--- src/rtl/hps_fpga_mem_tester_pkg.sv ---
`default_nettype none
// ============================================================================
// Module      : hps_fpga_mem_tester_pkg
// Description : Shared types and constants for the HPS/FPGA memory tester:
//               the top-level FSM state encoding and the error counter
//               width and saturation value, plus a saturating increment.
// Revision    : 1.0 - initial release
// ============================================================================
package hps_fpga_mem_tester_pkg;

    typedef enum logic [2:0] {
        ST_IDLE  = 3'd0,
        ST_WRITE = 3'd1,
        ST_READ  = 3'd2,
        ST_DRAIN = 3'd3,
        ST_DONE  = 3'd4
    } state_t;

    localparam int                 c_err_w   = 16;
    localparam logic [c_err_w-1:0] c_err_sat = 16'hFFFF;
    localparam logic [c_err_w-1:0] c_err_one = 16'h0001;

    // Error counter increment that sticks at the maximum value.
    function automatic logic [c_err_w-1:0] err_sat_inc(input logic [c_err_w-1:0] v);
        return (v == c_err_sat) ? v : (v + c_err_one);
    endfunction

endpackage
`default_nettype wire

--- src/rtl/hps_fpga_mem_tester_cmp.sv ---
`default_nettype none
// ============================================================================
// Module      : hps_fpga_mem_tester_cmp
// Description : Read-response checker. Counts in-order responses, compares
//               each against seed + response index and keeps a saturating
//               mismatch count.
// Ports       : clk, reset_n (sync, active-low), clear (new test),
//               seed (pattern base), rsp_valid/rsp_data (accepted response),
//               rsp_count (responses seen), err_count (mismatches).
//               With HPS_FPGA_MEM_TESTER_ERR_CAPTURE_EN: base (test base
//               address), first_err_addr/first_err_data (first mismatch).
// Revision    : 1.0 - initial release
// ============================================================================
module hps_fpga_mem_tester_cmp
    import hps_fpga_mem_tester_pkg::*;
#(
    parameter int ADDR_W = 13,
    parameter int DATA_W = 64
) (
    input  logic                clk,
    input  logic                reset_n,
    input  logic                clear,
    input  logic [DATA_W-1:0]   seed,
    input  logic                rsp_valid,
    input  logic [DATA_W-1:0]   rsp_data,
`ifdef HPS_FPGA_MEM_TESTER_ERR_CAPTURE_EN
    input  logic [ADDR_W-1:0]   base,
    output logic [ADDR_W-1:0]   first_err_addr,
    output logic [DATA_W-1:0]   first_err_data,
`endif
    output logic [ADDR_W:0]     rsp_count,
    output logic [c_err_w-1:0]  err_count
);

    localparam logic [ADDR_W:0] c_cnt_one = 1;

    logic [ADDR_W:0]    r_rsp_count;
    logic [c_err_w-1:0] r_err_count;
    logic [DATA_W-1:0]  w_expected;
    logic               w_mismatch;

    // Responses return in issue order, so the k-th response belongs to word k.
    assign w_expected = seed + DATA_W'(r_rsp_count);
    assign w_mismatch = rsp_valid && (rsp_data != w_expected);

    always_ff @(posedge clk) begin
        if (!reset_n || clear) begin
            r_rsp_count <= '0;
            r_err_count <= '0;
        end else if (rsp_valid) begin
            r_rsp_count <= r_rsp_count + c_cnt_one;
            if (w_mismatch) begin
                r_err_count <= err_sat_inc(r_err_count);
            end
        end
    end

    assign rsp_count = r_rsp_count;
    assign err_count = r_err_count;

`ifdef HPS_FPGA_MEM_TESTER_ERR_CAPTURE_EN
    logic              r_have_err;
    logic [ADDR_W-1:0] r_first_err_addr;
    logic [DATA_W-1:0] r_first_err_data;

    always_ff @(posedge clk) begin
        if (!reset_n || clear) begin
            r_have_err       <= 1'b0;
            r_first_err_addr <= '0;
            r_first_err_data <= '0;
        end else if (w_mismatch && !r_have_err) begin
            r_have_err       <= 1'b1;
            r_first_err_addr <= base + r_rsp_count[ADDR_W-1:0];
            r_first_err_data <= rsp_data;
        end
    end

    assign first_err_addr = r_first_err_addr;
    assign first_err_data = r_first_err_data;
`endif

endmodule
`default_nettype wire

--- src/rtl/hps_fpga_mem_tester.sv ---
`default_nettype none
// ============================================================================
// Module      : hps_fpga_mem_tester
// Description : Avalon-MM memory tester. Writes seed+i to base+i for
//               num_words words, reads them back with up to MAX_PEND reads
//               in flight, and reports the mismatch count.
// Ports       : clk, reset_n (sync, active-low)
//               start/base_addr/num_words/seed : test launch (IDLE only)
//               busy/done/pass/err_count       : status and result
//               avm_*                          : Avalon-MM master
// Options     : HPS_FPGA_MEM_TESTER_ERR_CAPTURE_EN adds first_err_addr and
//               first_err_data (address/data of first mismatch per test).
// Revision    : 1.0 - initial release
// ============================================================================
module hps_fpga_mem_tester
    import hps_fpga_mem_tester_pkg::*;
#(
    parameter int ADDR_W   = 13,
    parameter int DATA_W   = 64,
    parameter int MAX_PEND = 4
) (
    input  logic                clk,
    input  logic                reset_n,
    input  logic                start,
    input  logic [ADDR_W-1:0]   base_addr,
    input  logic [ADDR_W:0]     num_words,
    input  logic [DATA_W-1:0]   seed,
    output logic                busy,
    output logic                done,
    output logic                pass,
    output logic [c_err_w-1:0]  err_count,
`ifdef HPS_FPGA_MEM_TESTER_ERR_CAPTURE_EN
    output logic [ADDR_W-1:0]   first_err_addr,
    output logic [DATA_W-1:0]   first_err_data,
`endif
    output logic [ADDR_W-1:0]   avm_address,
    output logic                avm_chipselect,
    output logic                avm_read,
    output logic                avm_write,
    output logic [DATA_W/8-1:0] avm_byteenable,
    output logic [DATA_W-1:0]   avm_writedata,
    input  logic [DATA_W-1:0]   avm_readdata,
    input  logic                avm_waitrequest,
    input  logic                avm_readdatavalid
);

    localparam int                CNT_W      = ADDR_W + 1;
    localparam int                PEND_W     = $clog2(MAX_PEND + 1);
    localparam int                BE_W       = DATA_W / 8;
    localparam logic [CNT_W-1:0]  c_cnt_one  = 1;
    localparam logic [PEND_W-1:0] c_pend_one = 1;
    localparam logic [PEND_W-1:0] c_pend_max = PEND_W'(MAX_PEND);

    state_t             r_state;
    state_t             w_next_state;

    logic [ADDR_W-1:0]  r_base;
    logic [CNT_W-1:0]   r_num;
    logic [DATA_W-1:0]  r_seed;
    logic [CNT_W-1:0]   r_idx;      // command index, shared by both phases
    logic [PEND_W-1:0]  r_pend;     // reads accepted but not yet answered
    logic               r_pass;

    logic               w_start_acc;
    logic               w_last_cmd;
    logic               w_wr_acc;
    logic               w_rd_acc;
    logic               w_rsp_valid;
    logic               w_all_rsp;
    logic [CNT_W-1:0]   w_rsp_cnt;
    logic [c_err_w-1:0] w_err_count;

    assign w_start_acc = start && (r_state == ST_IDLE);
    assign w_last_cmd  = (r_idx == (r_num - c_cnt_one));
    assign w_wr_acc    = avm_write && !avm_waitrequest;
    assign w_rd_acc    = avm_read && !avm_waitrequest;
    // Responses outside the read phases are stale (e.g. after a reset abort).
    assign w_rsp_valid = avm_readdatavalid && ((r_state == ST_READ) || (r_state == ST_DRAIN));
    assign w_all_rsp   = (w_rsp_cnt == r_num);

    // ---------------------------------------------------------------- state
    always_ff @(posedge clk) begin
        if (!reset_n) begin
            r_state <= ST_IDLE;
        end else begin
            r_state <= w_next_state;
        end
    end

    // ----------------------------------------------------------- next state
    always_comb begin
        w_next_state = r_state;
        unique case (r_state)
            ST_IDLE: begin
                if (w_start_acc) begin
                    w_next_state = (num_words == '0) ? ST_DONE : ST_WRITE;
                end
            end
            ST_WRITE: begin
                if (w_wr_acc && w_last_cmd) begin
                    w_next_state = ST_READ;
                end
            end
            ST_READ: begin
                if (w_rd_acc && w_last_cmd) begin
                    w_next_state = ST_DRAIN;
                end
            end
            ST_DRAIN: begin
                if (w_all_rsp) begin
                    w_next_state = ST_DONE;
                end
            end
            ST_DONE: begin
                w_next_state = ST_IDLE;
            end
            default: begin
                w_next_state = ST_IDLE;
            end
        endcase
    end

    // -------------------------------------------------------------- outputs
    always_comb begin
        busy           = 1'b0;
        done           = 1'b0;
        avm_write      = 1'b0;
        avm_read       = 1'b0;
        unique case (r_state)
            ST_WRITE: begin
                busy      = 1'b1;
                avm_write = 1'b1;
            end
            ST_READ: begin
                busy     = 1'b1;
                // Once asserted, a stalled read stays asserted: r_pend can
                // only fall while the command waits.
                avm_read = (r_pend < c_pend_max);
            end
            ST_DRAIN: begin
                busy = 1'b1;
            end
            ST_DONE: begin
                done = 1'b1;
            end
            default: begin
                busy = 1'b0;
            end
        endcase
        avm_chipselect = avm_read || avm_write;
    end

    // Command fields derive from registered state only, so they stay stable
    // while waitrequest holds the transfer off.
    assign avm_address    = avm_chipselect ? (r_base + r_idx[ADDR_W-1:0]) : '0;
    assign avm_writedata  = avm_write ? (r_seed + DATA_W'(r_idx)) : '0;
    assign avm_byteenable = avm_chipselect ? {BE_W{1'b1}} : {BE_W{1'b0}};

    // ------------------------------------------------------------- datapath
    always_ff @(posedge clk) begin
        if (!reset_n) begin
            r_base <= '0;
            r_num  <= '0;
            r_seed <= '0;
            r_idx  <= '0;
            r_pend <= '0;
        end else if (w_start_acc) begin
            r_base <= base_addr;
            r_num  <= num_words;
            r_seed <= seed;
            r_idx  <= '0;
            r_pend <= '0;
        end else begin
            if (w_wr_acc) begin
                // Rewind so the read phase starts at word 0 on the next cycle.
                r_idx <= w_last_cmd ? '0 : (r_idx + c_cnt_one);
            end else if (w_rd_acc) begin
                r_idx <= r_idx + c_cnt_one;
            end

            case ({w_rd_acc, w_rsp_valid})
                2'b10:   r_pend <= r_pend + c_pend_one;
                2'b01:   r_pend <= r_pend - c_pend_one;
                default: r_pend <= r_pend;
            endcase
        end
    end

    always_ff @(posedge clk) begin
        if (!reset_n) begin
            r_pass <= 1'b0;
        end else if (w_start_acc) begin
            // An empty test goes straight to DONE and trivially passes.
            r_pass <= (num_words == '0);
        end else if ((r_state == ST_DRAIN) && w_all_rsp) begin
            r_pass <= (w_err_count == '0);
        end
    end

    assign pass      = r_pass;
    assign err_count = w_err_count;

    // ------------------------------------------------------------ checker
    hps_fpga_mem_tester_cmp #(
        .ADDR_W (ADDR_W),
        .DATA_W (DATA_W)
    ) u_cmp (
        .clk            (clk),
        .reset_n        (reset_n),
        .clear          (w_start_acc),
        .seed           (r_seed),
        .rsp_valid      (w_rsp_valid),
        .rsp_data       (avm_readdata),
`ifdef HPS_FPGA_MEM_TESTER_ERR_CAPTURE_EN
        .base           (r_base),
        .first_err_addr (first_err_addr),
        .first_err_data (first_err_data),
`endif
        .rsp_count      (w_rsp_cnt),
        .err_count      (w_err_count)
    );

endmodule
`default_nettype wire

--- config.mk ---
export PLATFORM = sky130hd
export DESIGN_NAME = hps_fpga_mem_tester
export DESIGN_NICKNAME = d
export VERILOG_FILES = /design/src/rtl/hps_fpga_mem_tester_pkg.sv /design/src/rtl/hps_fpga_mem_tester_cmp.sv /design/src/rtl/hps_fpga_mem_tester.sv
export SDC_FILE = /design/constraint.sdc
export NUM_CORES = 1
export LEC_CHECK = 0
export ABC_AREA = 0
export CORE_ASPECT_RATIO = 1.5
export CORE_MARGIN = 2
export CORE_UTILIZATION = 55
export CTS_CLUSTER_SIZE = 30
export DETAILED_ROUTE_END_ITERATION = 8
export MAX_ROUTING_LAYER = met4
export PLACE_DENSITY = 0.85
export SLEW_MARGIN = 20
export SYNTH_ARGS = -nofsm -noshare
export SYNTH_HDL_FRONTEND = slang
export SYNTH_SLANG_ARGS = --single-unit
--- constraint.sdc ---
create_clock -name clk -period 7.9 [get_ports clk]
set_input_delay 2.37 -clock clk [delete_from_list [all_inputs] [get_ports clk]]
set_output_delay 2.37 -clock clk [all_outputs]
set_load 0.01 [all_outputs]
==> flow_summary_export.csv <==
group,metric,value,unit
worst_setup_path,critical_path.top_delay_family,"compound AO/OA/AOI/OAI gates",
clock_tree,cts.repair.resized,0,
worst_setup_path,arrival,4430,ps
sta,slew_viol_final,0,
global_route,grt_pass1_vias,12600,
floorplan,io_pins,267,
clock_tree,cts_max_path_buffers,2,
sta,whs,478,ps
sta,slew-limit-headroom,28.5,%
global_route,grt_max_degree,94,
floorplan,start_util,56.0,%
clock_tree,postCtsSetupBuffers,0,
pwr,fin_total_pwr,2.11,mW
sta,fin_crit_sh,86.1,%
worst_setup_path,slowest_stage,"o41a_1",
sta,setup_ws,1100,ps
clock_tree,hold_buffers,0,
floorplan,dieArea,23400,um2
floorplan,fp.dieH,186,um
place,place.gp.congestion,1.03,
synth,async_reset_ff_share,0,%
flow_run,maxCapViolCount,0,
sta,rsz0062_at_grt,"false",
clock_tree,cts-root-buf,"clkbuf_16",
worst_setup_path,rr_worst_depth,13,
sta,hold_viol,0,
global_route,antenna_found_initial,0,
route,drt_iter0_markers,1314,
sta,fmax,0.147,GHz
sta,timing.final.crit_period,6800,ps
worst_setup_path,worstPathRequired,5530,ps
status,status,"complete, no violations",
sta,setup_viol_count_final,0,
pwr,ir_worst_vdd,160,uV
worst_hold_path,hold_path_class,"flop to flop",
clock_tree,cts.sinks,142,
place,place_inst,2072,
pwr,p_leak,5.25,nW
global_route,grt-ovfl-total,0,
worst_setup_path,rr_startpoint,"u_cmp.rsp_count[0]$_SDFFE_PP0P_",
cells_and_area,fill_cells,1737,
place,dp_hpwl,35400,um
route,vias_per_cell,6.30,
synth,synthXorXnorAreaFrac,14.9,%
synth,synth_edf_count,0,
synth,synth_seq_cells,142,
floorplan,core_area,21700,um2
pwr,clkPwrFrac,41.6,%
worst_setup_path,crit_type,"flop to output port",
synth,syn_area,12200,um2
route,first_pass_iters,7,
pwr,pwr-share-seq,38.6,%
worst_setup_path,crit_path_end_kind,"output port",
cells_and_area,fin_cells,2104,
cells_and_area,area_delta_synth_final,25.3,%
synth,yosysSeqAreaShare,23.4,%
sta,setup_tns,0,ps
clock_tree,htreeDepth,4,
clock_tree,path_clk_slew,60,ps
synth,yosys.cell_types.count,87,
global_route,grtUsageTotal,39.4,%
worst_setup_path,r2r_end,"u_cmp.err_count[13]$_SDFFE_PP0P_",
synth,synth_simple_gate_area_share,31.6,%
synth,yosysWarnings,0,
pwr,p_sw_share,30.4,%
floorplan,die_w,125,um
pwr,p_per_area,138,nW/um2
worst_hold_path,hp-start,"r_base[6]$_SDFFE_PN0P_",
clock_tree,worst_skew_pair.late_latency,440,ps
synth,synthMuxAreaShare,0.761,%
synth,yosysTopAreaCellShare,23.4,%
clock_tree,numCtsBuffers,17,
worst_setup_path,startpoint_type,"flop",
synth,synthTopCellsByArea,"dfxtp_1 (23%), xnor2_1 (9.6%), nand2_1 (8.8%)",
route,wl_per_cell,22.1,um
synth,synth_compound_area_share,18.0,%
route,drcViolationCount,0,
synth,yosysTopAreaCell,"dfxtp_1",
clock_tree,cts_tree,"done",
worst_setup_path,cp_max_fo,12,
route,vias,13300,
worst_hold_path,holdPathStages,2,
synth,yosys.area_share.adder,5.39,%
worst_setup_path,max_stage_delay,590,ps
cells_and_area,nets,2029,
pwr,switchingPower,0.641,mW
cells_and_area,antenna_cells,0,
place,place_ws,1690,ps
synth,syn_area_per_cell,7.40,um2
worst_setup_path,crit_buf_inv,1,
synth,yosys-top-cells-count,"nand2_1 (286), nor2_1 (155), dfxtp_1 (142)",
synth,synth_top_family_by_area,"simple AND/OR/NAND/NOR gates",
synth,synth_cells,1644,
cells_and_area,drive_above_1_share,5.40,%
worst_setup_path,crit_path_cell_trace,"ha_1, fa_1, a21o_1, a21oi_1, o21bai_1, a21oi_1, o21bai_1, a21o_1, o41a_1, nand2_1, nor2_1, xnor2_1, nor2_1, clkdlybuf4s50_1",
route,drt_wl_total,46400,um
worst_hold_path,hold_path_end,"r_base[6]$_SDFFE_PN0P_",
pwr,p_int,1.47,mW
sta,worst_pin_slew,1060,ps
floorplan,num_rows,66,
global_route,grt_pass1_wl,69700,um
synth,synth.most_common_cell,"nand2_1",
worst_setup_path,r2r_slack,2740,ps
route,antenna_left,0,
place,numPortBuffers,266,
pwr,pwr-share-comb,19.8,%
sta,skew,9.51,ps
synth,syn-num-nets,1854,
synth,ys.flop_type,"dfxtp_1",
[worst register-to-register path, cell delays in order, from the launching register on]
cell	delay [ps]
dfxtp_1	490
ha_1	320
fa_1	250
a211oi_1	120
o21ai_1	270
o21ai_1	240
o31ai_4	680
nand2_1	280
o31a_1	380
a2111o_1	360
nor4b_2	390
and3b_1	880
o31ai_1	260
a21oi_2	180
[layer usage]
layer	up-vias	part of all wire (%)	global-route usage (%)
met5	-	0	-
met4	0	8.4	28.0
met3	234	7.6	5.58
met2	818	49	68.4
met1	6099	35	41.2
li1	6104	-	-
[metrics by stage]
| step | utilization (%) | area, um2 |
|---|---|---|
| final | 70.2 | 15300 |
| after global routing | 70.2 | 15300 |
| after CTS | 70.2 | 15300 |
| after detailed placement | 67.4 | 14600 |
| after global placement | 67.3 | 14600 |
| after floorplan | - | 12200 |
[cell usage in the layout, fill, tap and decap left out, drive strengths merged, types with 21 or more instances in the layout]
master	n
ha	46
inv	31
nand2	286
or4	21
nand4	59
clkdlybuf4s50	265
nor4	34
a21boi	93
xor2	73
nor3	56
o21ai	50
and3	21
a21oi	74
nor2	156
xnor2	134
nand3	52
dfxtp	142
[worst max path at each step]
stage | cells after the start | slack, ps | to | from
2_1_floorplan | 13 | 2460 | avm_writedata[59] | r_idx[1]$_SDFFE_PP0P_
3_3_place_gp | 14 | 1730 | avm_writedata[24] | r_idx[0]$_SDFFE_PP0P_
3_5_place_dp | 14 | 1690 | avm_writedata[24] | r_idx[0]$_SDFFE_PP0P_
4_1_cts | 14 | 1190 | avm_writedata[24] | r_idx[0]$_SDFFE_PP0P_
5_1_grt | 14 | 960 | avm_writedata[55] | r_idx[1]$_SDFFE_PP0P_
6_report | 14 | 1100 | avm_writedata[48] | r_idx[0]$_SDFFE_PP0P_
[power by group through the flow]
stage / sequential [mW] / clock, mW / combinational (mW)
final: 0.814 / 0.877 / 0.417
after global routing: 0.815 / 0.908 / 0.449
after CTS: 0.810 / 0.876 / 0.414
after detailed placement: 0.826 / 0 / 0.410
after global placement: 0.826 / 0 / 0.405
after floorplan: 0.778 / 0 / 0.266
[area by class of cell]
cell class	count	area, um2	area share (%)
Clock buffer	19	443	2.90
Sequential cell	142	2840	18.6
Inverter	27	101	0.664
Tap cell	272	340	2.23
Multi-Input combinational cell	1357	8630	56.6
Clock inverter	13	179	1.17
Timing Repair Buffer	274	2720	17.8
[sequential cells by signal, summed over array words and instances, names as in the netlist]
register and flops:
r_pend 3, pass 1, r_seed 64, u_cmp.err_count 16, r_idx 14, u_cmp.rsp_count 14, r_state 3, r_base 13
r_num 14
[logic make-up (layout without fill, tap and decap cells)]
group	count (synthesis)	after routing
adder cells (fa/ha/maj)	50	50
buffers and inverters	145	333
multiplexers	9	9
XOR/XNOR	207	207
AO/OA/AOI/OAI	322	322
flip-flops	142	142
AND/OR/NAND/NOR	769	769
Power figures use the tool's default switching activity.
